### src/rtl/arm_pkg.sv
// ============================================================================
// Module  : arm_pkg
// Purpose : Shared widths, ALU command codes, shift codes and NZCV indices.
// Revision: 1.0 - initial release
// ============================================================================
`default_nettype none

package arm_pkg;

   localparam int DATA_W = 32;
   localparam int REG_W  = 4;

   // Several mnemonics share an ALU operation, so plain constants are used.
   localparam logic [3:0] EXE_NOP = 4'b0000;
   localparam logic [3:0] EXE_MOV = 4'b0001;
   localparam logic [3:0] EXE_ADD = 4'b0010;
   localparam logic [3:0] EXE_ADC = 4'b0011;
   localparam logic [3:0] EXE_SUB = 4'b0100;
   localparam logic [3:0] EXE_SBC = 4'b0101;
   localparam logic [3:0] EXE_AND = 4'b0110;
   localparam logic [3:0] EXE_ORR = 4'b0111;
   localparam logic [3:0] EXE_EOR = 4'b1000;
   localparam logic [3:0] EXE_MVN = 4'b1001;
   localparam logic [3:0] EXE_CMP = EXE_SUB;
   localparam logic [3:0] EXE_TST = EXE_AND;
   localparam logic [3:0] EXE_LDR = EXE_ADD;
   localparam logic [3:0] EXE_STR = EXE_ADD;

   typedef enum logic [1:0] {
      SHIFT_LSL = 2'b00,
      SHIFT_LSR = 2'b01,
      SHIFT_ASR = 2'b10,
      SHIFT_ROR = 2'b11
   } shift_e;

   localparam int NZCV_N = 3;
   localparam int NZCV_Z = 2;
   localparam int NZCV_C = 1;
   localparam int NZCV_V = 0;

endpackage

`default_nettype wire

### src/rtl/id_ex_stage_reg_if.sv
// ============================================================================
// Module  : id_ex_stage_reg_if
// Purpose : Decode-to-execute bundle; slave is the stage register itself.
// Revision: 1.0 - initial release
// ============================================================================
`default_nettype none

interface id_ex_stage_reg_if
   import arm_pkg::*;
#(
   parameter int DATA_W = arm_pkg::DATA_W,
   parameter int REG_W  = arm_pkg::REG_W
) ();

   logic              freeze;
   logic              flush;

   logic [DATA_W-1:0] pc_in,            pc_out;
   logic              wb_en_in,         wb_en_out;
   logic              mem_r_en_in,      mem_r_en_out;
   logic              mem_w_en_in,      mem_w_en_out;
   logic              b_in,             b_out;
   logic              s_in,             s_out;
   logic [3:0]        exe_cmd_in,       exe_cmd_out;
   logic [DATA_W-1:0] val_rn_in,        val_rn_out;
   logic [DATA_W-1:0] val_rm_in,        val_rm_out;
   logic              imm_in,           imm_out;
   logic [11:0]       shift_operand_in, shift_operand_out;
   logic [23:0]       signed_imm_24_in, signed_imm_24_out;
   logic [REG_W-1:0]  dest_in,          dest_out;
   logic [REG_W-1:0]  src1_in,          src1_out;
   logic [REG_W-1:0]  src2_in,          src2_out;
   logic [3:0]        status_in,        status_out;
   logic              valid_out;

   modport slave (
      input  freeze, flush,
      input  pc_in, wb_en_in, mem_r_en_in, mem_w_en_in, b_in, s_in, exe_cmd_in,
      input  val_rn_in, val_rm_in, imm_in, shift_operand_in, signed_imm_24_in,
      input  dest_in, src1_in, src2_in, status_in,
      output pc_out, wb_en_out, mem_r_en_out, mem_w_en_out, b_out, s_out, exe_cmd_out,
      output val_rn_out, val_rm_out, imm_out, shift_operand_out, signed_imm_24_out,
      output dest_out, src1_out, src2_out, status_out, valid_out
   );

   modport master (
      output freeze, flush,
      output pc_in, wb_en_in, mem_r_en_in, mem_w_en_in, b_in, s_in, exe_cmd_in,
      output val_rn_in, val_rm_in, imm_in, shift_operand_in, signed_imm_24_in,
      output dest_in, src1_in, src2_in, status_in,
      input  pc_out, wb_en_out, mem_r_en_out, mem_w_en_out, b_out, s_out, exe_cmd_out,
      input  val_rn_out, val_rm_out, imm_out, shift_operand_out, signed_imm_24_out,
      input  dest_out, src1_out, src2_out, status_out, valid_out
   );

endinterface

`default_nettype wire

### src/rtl/id_ex_stage_reg_pipe_reg.sv
// ============================================================================
// Module  : pipe_reg
// Purpose : Width-parameterised register with sync reset, enable and clear.
// Revision: 1.0 - initial release
// ============================================================================
`default_nettype none

module pipe_reg
   import arm_pkg::*;
#(
   parameter int W = 1
) (
   input  wire logic         clk,
   input  wire logic         rst,
   input  wire logic         en_i,
   input  wire logic         clr_i,
   input  wire logic [W-1:0] d_i,
   output logic      [W-1:0] q_o
);

   logic [W-1:0] data_d;
   logic [W-1:0] data_q;

   // Clear only matters when enabled, so a stalled stage keeps a pending flush waiting.
   always_comb begin
      data_d = clr_i ? '0 : d_i;
   end

   always_ff @(posedge clk) begin
      if (rst) begin
         data_q <= '0;
      end else if (en_i) begin
         data_q <= data_d;
      end
   end

   assign q_o = data_q;

endmodule

`default_nettype wire

### src/rtl/id_ex_stage_reg.sv
// ============================================================================
// Module  : id_ex_stage_reg
// Purpose : ID/EX pipeline register with freeze (hold) and flush (bubble).
// Revision: 1.0 - initial release
// ============================================================================
`default_nettype none

module id_ex_stage_reg
   import arm_pkg::*;
#(
   parameter int DATA_W = arm_pkg::DATA_W,
   parameter int REG_W  = arm_pkg::REG_W
) (
   input  wire logic       clk,
   input  wire logic       rst,
   id_ex_stage_reg_if.slave bus
);

   localparam int CTRL_W = 10;
   localparam int DATA_GRP_W = 3 * DATA_W;
   localparam int OPND_W = 1 + 12 + 24;
   localparam int REGS_W = 3 * REG_W + 4;

   logic                  en;
   logic [CTRL_W-1:0]     ctrl_d,  ctrl_q;
   logic [DATA_GRP_W-1:0] data_d,  data_q;
   logic [OPND_W-1:0]     opnd_d,  opnd_q;
   logic [REGS_W-1:0]     regs_d,  regs_q;

   assign en = ~bus.freeze;

   // A loaded instruction always marks the stage valid; flush and reset zero it.
   assign ctrl_d = {bus.wb_en_in, bus.mem_r_en_in, bus.mem_w_en_in, bus.b_in,
                    bus.s_in, bus.exe_cmd_in, 1'b1};
   assign data_d = {bus.pc_in, bus.val_rn_in, bus.val_rm_in};
   assign opnd_d = {bus.imm_in, bus.shift_operand_in, bus.signed_imm_24_in};
   assign regs_d = {bus.dest_in, bus.src1_in, bus.src2_in, bus.status_in};

   pipe_reg #(.W(CTRL_W)) u_ctrl (
      .clk(clk), .rst(rst), .en_i(en), .clr_i(bus.flush), .d_i(ctrl_d), .q_o(ctrl_q)
   );

   pipe_reg #(.W(DATA_GRP_W)) u_data (
      .clk(clk), .rst(rst), .en_i(en), .clr_i(bus.flush), .d_i(data_d), .q_o(data_q)
   );

   pipe_reg #(.W(OPND_W)) u_opnd (
      .clk(clk), .rst(rst), .en_i(en), .clr_i(bus.flush), .d_i(opnd_d), .q_o(opnd_q)
   );

   pipe_reg #(.W(REGS_W)) u_regs (
      .clk(clk), .rst(rst), .en_i(en), .clr_i(bus.flush), .d_i(regs_d), .q_o(regs_q)
   );

   assign {bus.wb_en_out, bus.mem_r_en_out, bus.mem_w_en_out, bus.b_out,
           bus.s_out, bus.exe_cmd_out, bus.valid_out} = ctrl_q;
   assign {bus.pc_out, bus.val_rn_out, bus.val_rm_out} = data_q;
   assign {bus.imm_out, bus.shift_operand_out, bus.signed_imm_24_out} = opnd_q;
   assign {bus.dest_out, bus.src1_out, bus.src2_out, bus.status_out} = regs_q;

endmodule

`default_nettype wire

### src/flat_wrapper.sv
// flat-port wrapper written by rule: the top's interface ports become plain ports
module id_ex_stage_reg_flat import arm_pkg::*;
#(
   parameter int DATA_W = arm_pkg::DATA_W,
   parameter int REG_W  = arm_pkg::REG_W
)
  (clk, rst, bus_freeze, bus_flush, bus_pc_in, bus_wb_en_in, bus_mem_r_en_in, bus_mem_w_en_in, bus_b_in, bus_s_in, bus_exe_cmd_in, bus_val_rn_in, bus_val_rm_in, bus_imm_in, bus_shift_operand_in, bus_signed_imm_24_in, bus_dest_in, bus_src1_in, bus_src2_in, bus_status_in, bus_pc_out, bus_wb_en_out, bus_mem_r_en_out, bus_mem_w_en_out, bus_b_out, bus_s_out, bus_exe_cmd_out, bus_val_rn_out, bus_val_rm_out, bus_imm_out, bus_shift_operand_out, bus_signed_imm_24_out, bus_dest_out, bus_src1_out, bus_src2_out, bus_status_out, bus_valid_out);
  id_ex_stage_reg_if #(.DATA_W(DATA_W), .REG_W(REG_W)) bus_i ();
  input  wire logic clk;
  input  wire logic rst;
  input wire logic [$bits(bus_i.freeze)-1:0] bus_freeze;
  input wire logic [$bits(bus_i.flush)-1:0] bus_flush;
  input wire logic [$bits(bus_i.pc_in)-1:0] bus_pc_in;
  input wire logic [$bits(bus_i.wb_en_in)-1:0] bus_wb_en_in;
  input wire logic [$bits(bus_i.mem_r_en_in)-1:0] bus_mem_r_en_in;
  input wire logic [$bits(bus_i.mem_w_en_in)-1:0] bus_mem_w_en_in;
  input wire logic [$bits(bus_i.b_in)-1:0] bus_b_in;
  input wire logic [$bits(bus_i.s_in)-1:0] bus_s_in;
  input wire logic [$bits(bus_i.exe_cmd_in)-1:0] bus_exe_cmd_in;
  input wire logic [$bits(bus_i.val_rn_in)-1:0] bus_val_rn_in;
  input wire logic [$bits(bus_i.val_rm_in)-1:0] bus_val_rm_in;
  input wire logic [$bits(bus_i.imm_in)-1:0] bus_imm_in;
  input wire logic [$bits(bus_i.shift_operand_in)-1:0] bus_shift_operand_in;
  input wire logic [$bits(bus_i.signed_imm_24_in)-1:0] bus_signed_imm_24_in;
  input wire logic [$bits(bus_i.dest_in)-1:0] bus_dest_in;
  input wire logic [$bits(bus_i.src1_in)-1:0] bus_src1_in;
  input wire logic [$bits(bus_i.src2_in)-1:0] bus_src2_in;
  input wire logic [$bits(bus_i.status_in)-1:0] bus_status_in;
  output wire logic [$bits(bus_i.pc_out)-1:0] bus_pc_out;
  output wire logic [$bits(bus_i.wb_en_out)-1:0] bus_wb_en_out;
  output wire logic [$bits(bus_i.mem_r_en_out)-1:0] bus_mem_r_en_out;
  output wire logic [$bits(bus_i.mem_w_en_out)-1:0] bus_mem_w_en_out;
  output wire logic [$bits(bus_i.b_out)-1:0] bus_b_out;
  output wire logic [$bits(bus_i.s_out)-1:0] bus_s_out;
  output wire logic [$bits(bus_i.exe_cmd_out)-1:0] bus_exe_cmd_out;
  output wire logic [$bits(bus_i.val_rn_out)-1:0] bus_val_rn_out;
  output wire logic [$bits(bus_i.val_rm_out)-1:0] bus_val_rm_out;
  output wire logic [$bits(bus_i.imm_out)-1:0] bus_imm_out;
  output wire logic [$bits(bus_i.shift_operand_out)-1:0] bus_shift_operand_out;
  output wire logic [$bits(bus_i.signed_imm_24_out)-1:0] bus_signed_imm_24_out;
  output wire logic [$bits(bus_i.dest_out)-1:0] bus_dest_out;
  output wire logic [$bits(bus_i.src1_out)-1:0] bus_src1_out;
  output wire logic [$bits(bus_i.src2_out)-1:0] bus_src2_out;
  output wire logic [$bits(bus_i.status_out)-1:0] bus_status_out;
  output wire logic [$bits(bus_i.valid_out)-1:0] bus_valid_out;
  assign bus_i.freeze = bus_freeze;
  assign bus_i.flush = bus_flush;
  assign bus_i.pc_in = bus_pc_in;
  assign bus_i.wb_en_in = bus_wb_en_in;
  assign bus_i.mem_r_en_in = bus_mem_r_en_in;
  assign bus_i.mem_w_en_in = bus_mem_w_en_in;
  assign bus_i.b_in = bus_b_in;
  assign bus_i.s_in = bus_s_in;
  assign bus_i.exe_cmd_in = bus_exe_cmd_in;
  assign bus_i.val_rn_in = bus_val_rn_in;
  assign bus_i.val_rm_in = bus_val_rm_in;
  assign bus_i.imm_in = bus_imm_in;
  assign bus_i.shift_operand_in = bus_shift_operand_in;
  assign bus_i.signed_imm_24_in = bus_signed_imm_24_in;
  assign bus_i.dest_in = bus_dest_in;
  assign bus_i.src1_in = bus_src1_in;
  assign bus_i.src2_in = bus_src2_in;
  assign bus_i.status_in = bus_status_in;
  assign bus_pc_out = bus_i.pc_out;
  assign bus_wb_en_out = bus_i.wb_en_out;
  assign bus_mem_r_en_out = bus_i.mem_r_en_out;
  assign bus_mem_w_en_out = bus_i.mem_w_en_out;
  assign bus_b_out = bus_i.b_out;
  assign bus_s_out = bus_i.s_out;
  assign bus_exe_cmd_out = bus_i.exe_cmd_out;
  assign bus_val_rn_out = bus_i.val_rn_out;
  assign bus_val_rm_out = bus_i.val_rm_out;
  assign bus_imm_out = bus_i.imm_out;
  assign bus_shift_operand_out = bus_i.shift_operand_out;
  assign bus_signed_imm_24_out = bus_i.signed_imm_24_out;
  assign bus_dest_out = bus_i.dest_out;
  assign bus_src1_out = bus_i.src1_out;
  assign bus_src2_out = bus_i.src2_out;
  assign bus_status_out = bus_i.status_out;
  assign bus_valid_out = bus_i.valid_out;
  id_ex_stage_reg #(.DATA_W(DATA_W), .REG_W(REG_W)) u_core (.clk(clk), .rst(rst), .bus(bus_i));
endmodule
### config.mk
export PLATFORM = sky130hd
export DESIGN_NAME = id_ex_stage_reg_flat
export DESIGN_NICKNAME = d
export VERILOG_FILES = /design/src/rtl/arm_pkg.sv /design/src/rtl/id_ex_stage_reg_if.sv /design/src/rtl/id_ex_stage_reg_pipe_reg.sv /design/src/rtl/id_ex_stage_reg.sv /design/src/flat_wrapper.sv
export SDC_FILE = /design/constraint.sdc
export NUM_CORES = 1
export LEC_CHECK = 0
export CAP_MARGIN = 20
export CORE_MARGIN = 2
export CORE_UTILIZATION = 42
export CTS_CLUSTER_SIZE = 8
export DETAILED_ROUTE_END_ITERATION = 16
export PLACE_DENSITY = 0.92
export SETUP_SLACK_MARGIN = 0.02
export SYNTH_ARGS = -nofsm -noshare
export SYNTH_HDL_FRONTEND = slang
export SYNTH_HIERARCHICAL = 1
export SYNTH_SLANG_ARGS = --single-unit
### constraint.sdc
create_clock -name clk -period 1.4 [get_ports clk]
set_clock_uncertainty 0.2 [all_clocks]
set_input_delay 0.21 -clock clk [delete_from_list [all_inputs] [get_ports clk]]
set_output_delay 0.21 -clock clk [all_outputs]
set_load 0.005 [all_outputs]
==> results by group <==
Outcome
  • Status: finished clean

Place
  • Dpl cells: ~1.2k
  • Worst slack, placed: -0.330 ns
  • Placed cell area: about 0.010 sq mm
  • Gp weighted congestion: approximately 0.78
  • IO buf count: 320
  • HPWL Detailed: 13.6 mm

Worst setup path
  • Largest fanout on the critical path: 42
  • Flop2flop setup slack: ~0.4 ns
  • Data arrival time of the critical path: 1.49 ns
  • Setup Crit Path Kind: input pin to register
  • Crit path launch type: input pin
  • Worst path cell trace: clkdlybuf4s50_1 -> bufinv_16 -> buf_12 -> nand2b_1 -> a21oi_1
  • CP endpoint kind: register
  • CP max-delay cell: clkdlybuf4s50_1
  • Worst EP required: roughly 1.5 ns
  • Worst path max stage delay: ~0.53 ns

STA
  • Slew Viols, Final: 0
  • Final setup violating endpoints: 0
  • Maximum clock frequency: approximately 740 MHz
  • Hold Vio Cnt, Final: 0
  • Min cycle time layout: roughly 1.4 ns
  • Tcrit/Tclk final: 0.969
  • Final WS setup: 0.0432 ns

Global route
  • Largest net degree at the start of global routing: 86
  • Antenna violations before repair: 0
  • Gr usage total: 0.221
  • Vias in the first global route: roughly 6k
  • First-pass GRT wire length: roughly 31 mm
  • Gr ovfl total: 0

Synthesis
  • Synth cell types: 17
  • Synthesis Warnings: 6
  • Avg Inst Size Synth: 9.89 sq um
  • Mapped Area: 0.00697 sq mm
  • Post-synthesis sequential area ratio: 0.457
  • #FFs+latches synth: between 150 and 200
  • Syn Nets: about 870
  • Post-Syn Instances: approximately 700

Drt
  • Residual DRC count: 0
  • DR vias/cell: between 4 and 5
  • Vias post-DR: between 6k and 7k
  • Drt first pass iters: 5
  • Antenna Nets Post-Route: 0
  • DR iter-0 viols: roughly 270
  • WL/cell: 15.9 um
  • Routed WL: between 20 and 25 mm

Layout
  • Final std cells w/o fill: 1,270
  • Reg area: between 0.003 and 0.004 sq mm
  • P&R area growth vs syn: 54.4%
  • Ant diodes: 0
  • Layout fillers: about 1.2k
  • Final instance area: approximately 0.011 sq mm
  • Nets: roughly 1.2k
  • Layout cell share with drive strength beyond 1: 0.442
  • Multi-input gate area: roughly 0.0033 sq mm

Pwr
  • Total power: 10,900 uW
  • Pleak: between 0.004 and 0.005 uW
  • Pwr Density: 1020 mW/mm^2
  • Max IR drop VDD: between 0.7 and 0.8 mV

CTS
  • Clock Latency Late Sink: 0.41 ns
  • Clk slew on worst S/H paths: 0.07 ns
  • CTS Buffer Depth: 2
  • Num CTS Buffers: 17
  • Root Driver: clkbuf_16
  • H-tree depth: 4
  • Sink Count: about 160
  • CTS tree: done

Die
  • Die Ht: 133 um
  • Die width: approximately 130 um
  • Top Ports: about 320
  • Initial Utilization: 0.425
  • Die ar.: between 0.015 and 0.02 sq mm
  • Core outline area: between 0.015 and 0.02 sq mm
  • Row count: 47

Run
  • Max Cap Viol: 0

Min path
  • Worst Hold Class: input pin to register
Yosys cell counts:
cell type | number | area (sq um)
buf_12 | 5 | 100
buf_4 | 1 | 7.51
a21oi_2 | 40 | 350
dfxtp_1 | 159 | 3180
nand3b_1 | 119 | 893
nand3b_2 | 40 | 450
conb_1 | 1 | 3.75
buf_2 | 14 | 70.1
buf_1 | 4 | 15.0
clkbuf_1 | 25 | 93.8
clkbuf_2 | 3 | 15.0
nand2b_2 | 2 | 17.5
a21oi_1 | 119 | 596
buf_8 | 7 | 105
nand2b_1 | 157 | 982
inv_1 | 1 | 3.75
buf_6 | 7 | 78.8
power by group:
part           leakage (uW)  internal (uW)  switching (uW)
clock network      0.000259           2630            1920
logic               0.00262            959             609
registers           0.00136           4730            89.8
total               0.00424           8320            2620
state kept, by name (all words and copies together) (netlist names):
name               cells
u_core/u_ctrl/q_o     10
u_core/u_opnd/q_o     37
u_core/u_regs/q_o     16
u_core/u_data/q_o     96
critical path: cells and delay by family:
family / cells / cell delay, ns
simple gates: 1 / 0.17
buf+inv: 3 / 0.95
compound gates: 1 / 0.14
cells in the final DEF, fill, tap and decap left out, types with 34 or more instances in the layout:
cell type and count:
nand2b_1 157, dfxtp_2 147, nand3b_1 119, clkbuf_2 34
buf_2 90, a21oi_1 117, buf_4 49, clkdlybuf4s50_1 159
a21oi_2 42, nand3b_2 40
layer usage:
| layer | routed length (um) | track usage |
|---|---|---|
| met1 | 8180 | 0.256 |
| met2 | 9820 | 0.374 |
| met3 | 1660 | 0.0736 |
| met4 | 525 | 0.0920 |
| met5 | 0 | 0 |
logic make-up (layout without fill, tap and decap cells):
logic type,Yosys count,after routing,share of synthesized area
and+or+nand+nor,318,318,0.336
AOI/OAI and AO/OA,159,159,0.136
DFF,159,159,0.457
buffers and inverters,67,413,0.0702
other,1,1,0.000538
area by class of cell:
class,count,share of cell area
Clock buffer,19,0.0403
Timing Repair Buffer,381,0.299
Sequential cell,159,0.313
Inverter,1,0.00279
Tap cell,220,0.0256
Clock inverter,12,0.0127
Multi-Input combinational cell,478,0.307
per-stage QoR:
step	util	setup TNS (ns)	hold WS (ns)
after floorplan	-	0	0.165
after global placement	0.629	-39.25	0.251
after detailed placement	0.629	-43.69	0.255
after CTS	0.672	0	0.139
after global routing	0.656	-0.000520	0.161
final	0.656	0	0.166
worst paths after layout:
path,startpoint,endpoint,cells after the start
min reg2reg,u_core/u_opnd/q_o[6],u_core/u_opnd/q_o[6],2
max,bus_freeze,u_core/u_opnd/q_o[22],5
max reg2reg,u_core/u_data/q_o[68],u_core/u_data/q_o[68],4
min,bus_pc_in[16],u_core/u_data/q_o[80],3
what timing repair did:
action	CTS	global route
hold buffers	1	0
gates resized for setup	616	82
endpoints found under the hold margin	22	0
endpoints found under the setup margin	159	89
buffers inserted	16	17
gates cloned	0	0
(Power assumes the default switching activity.)
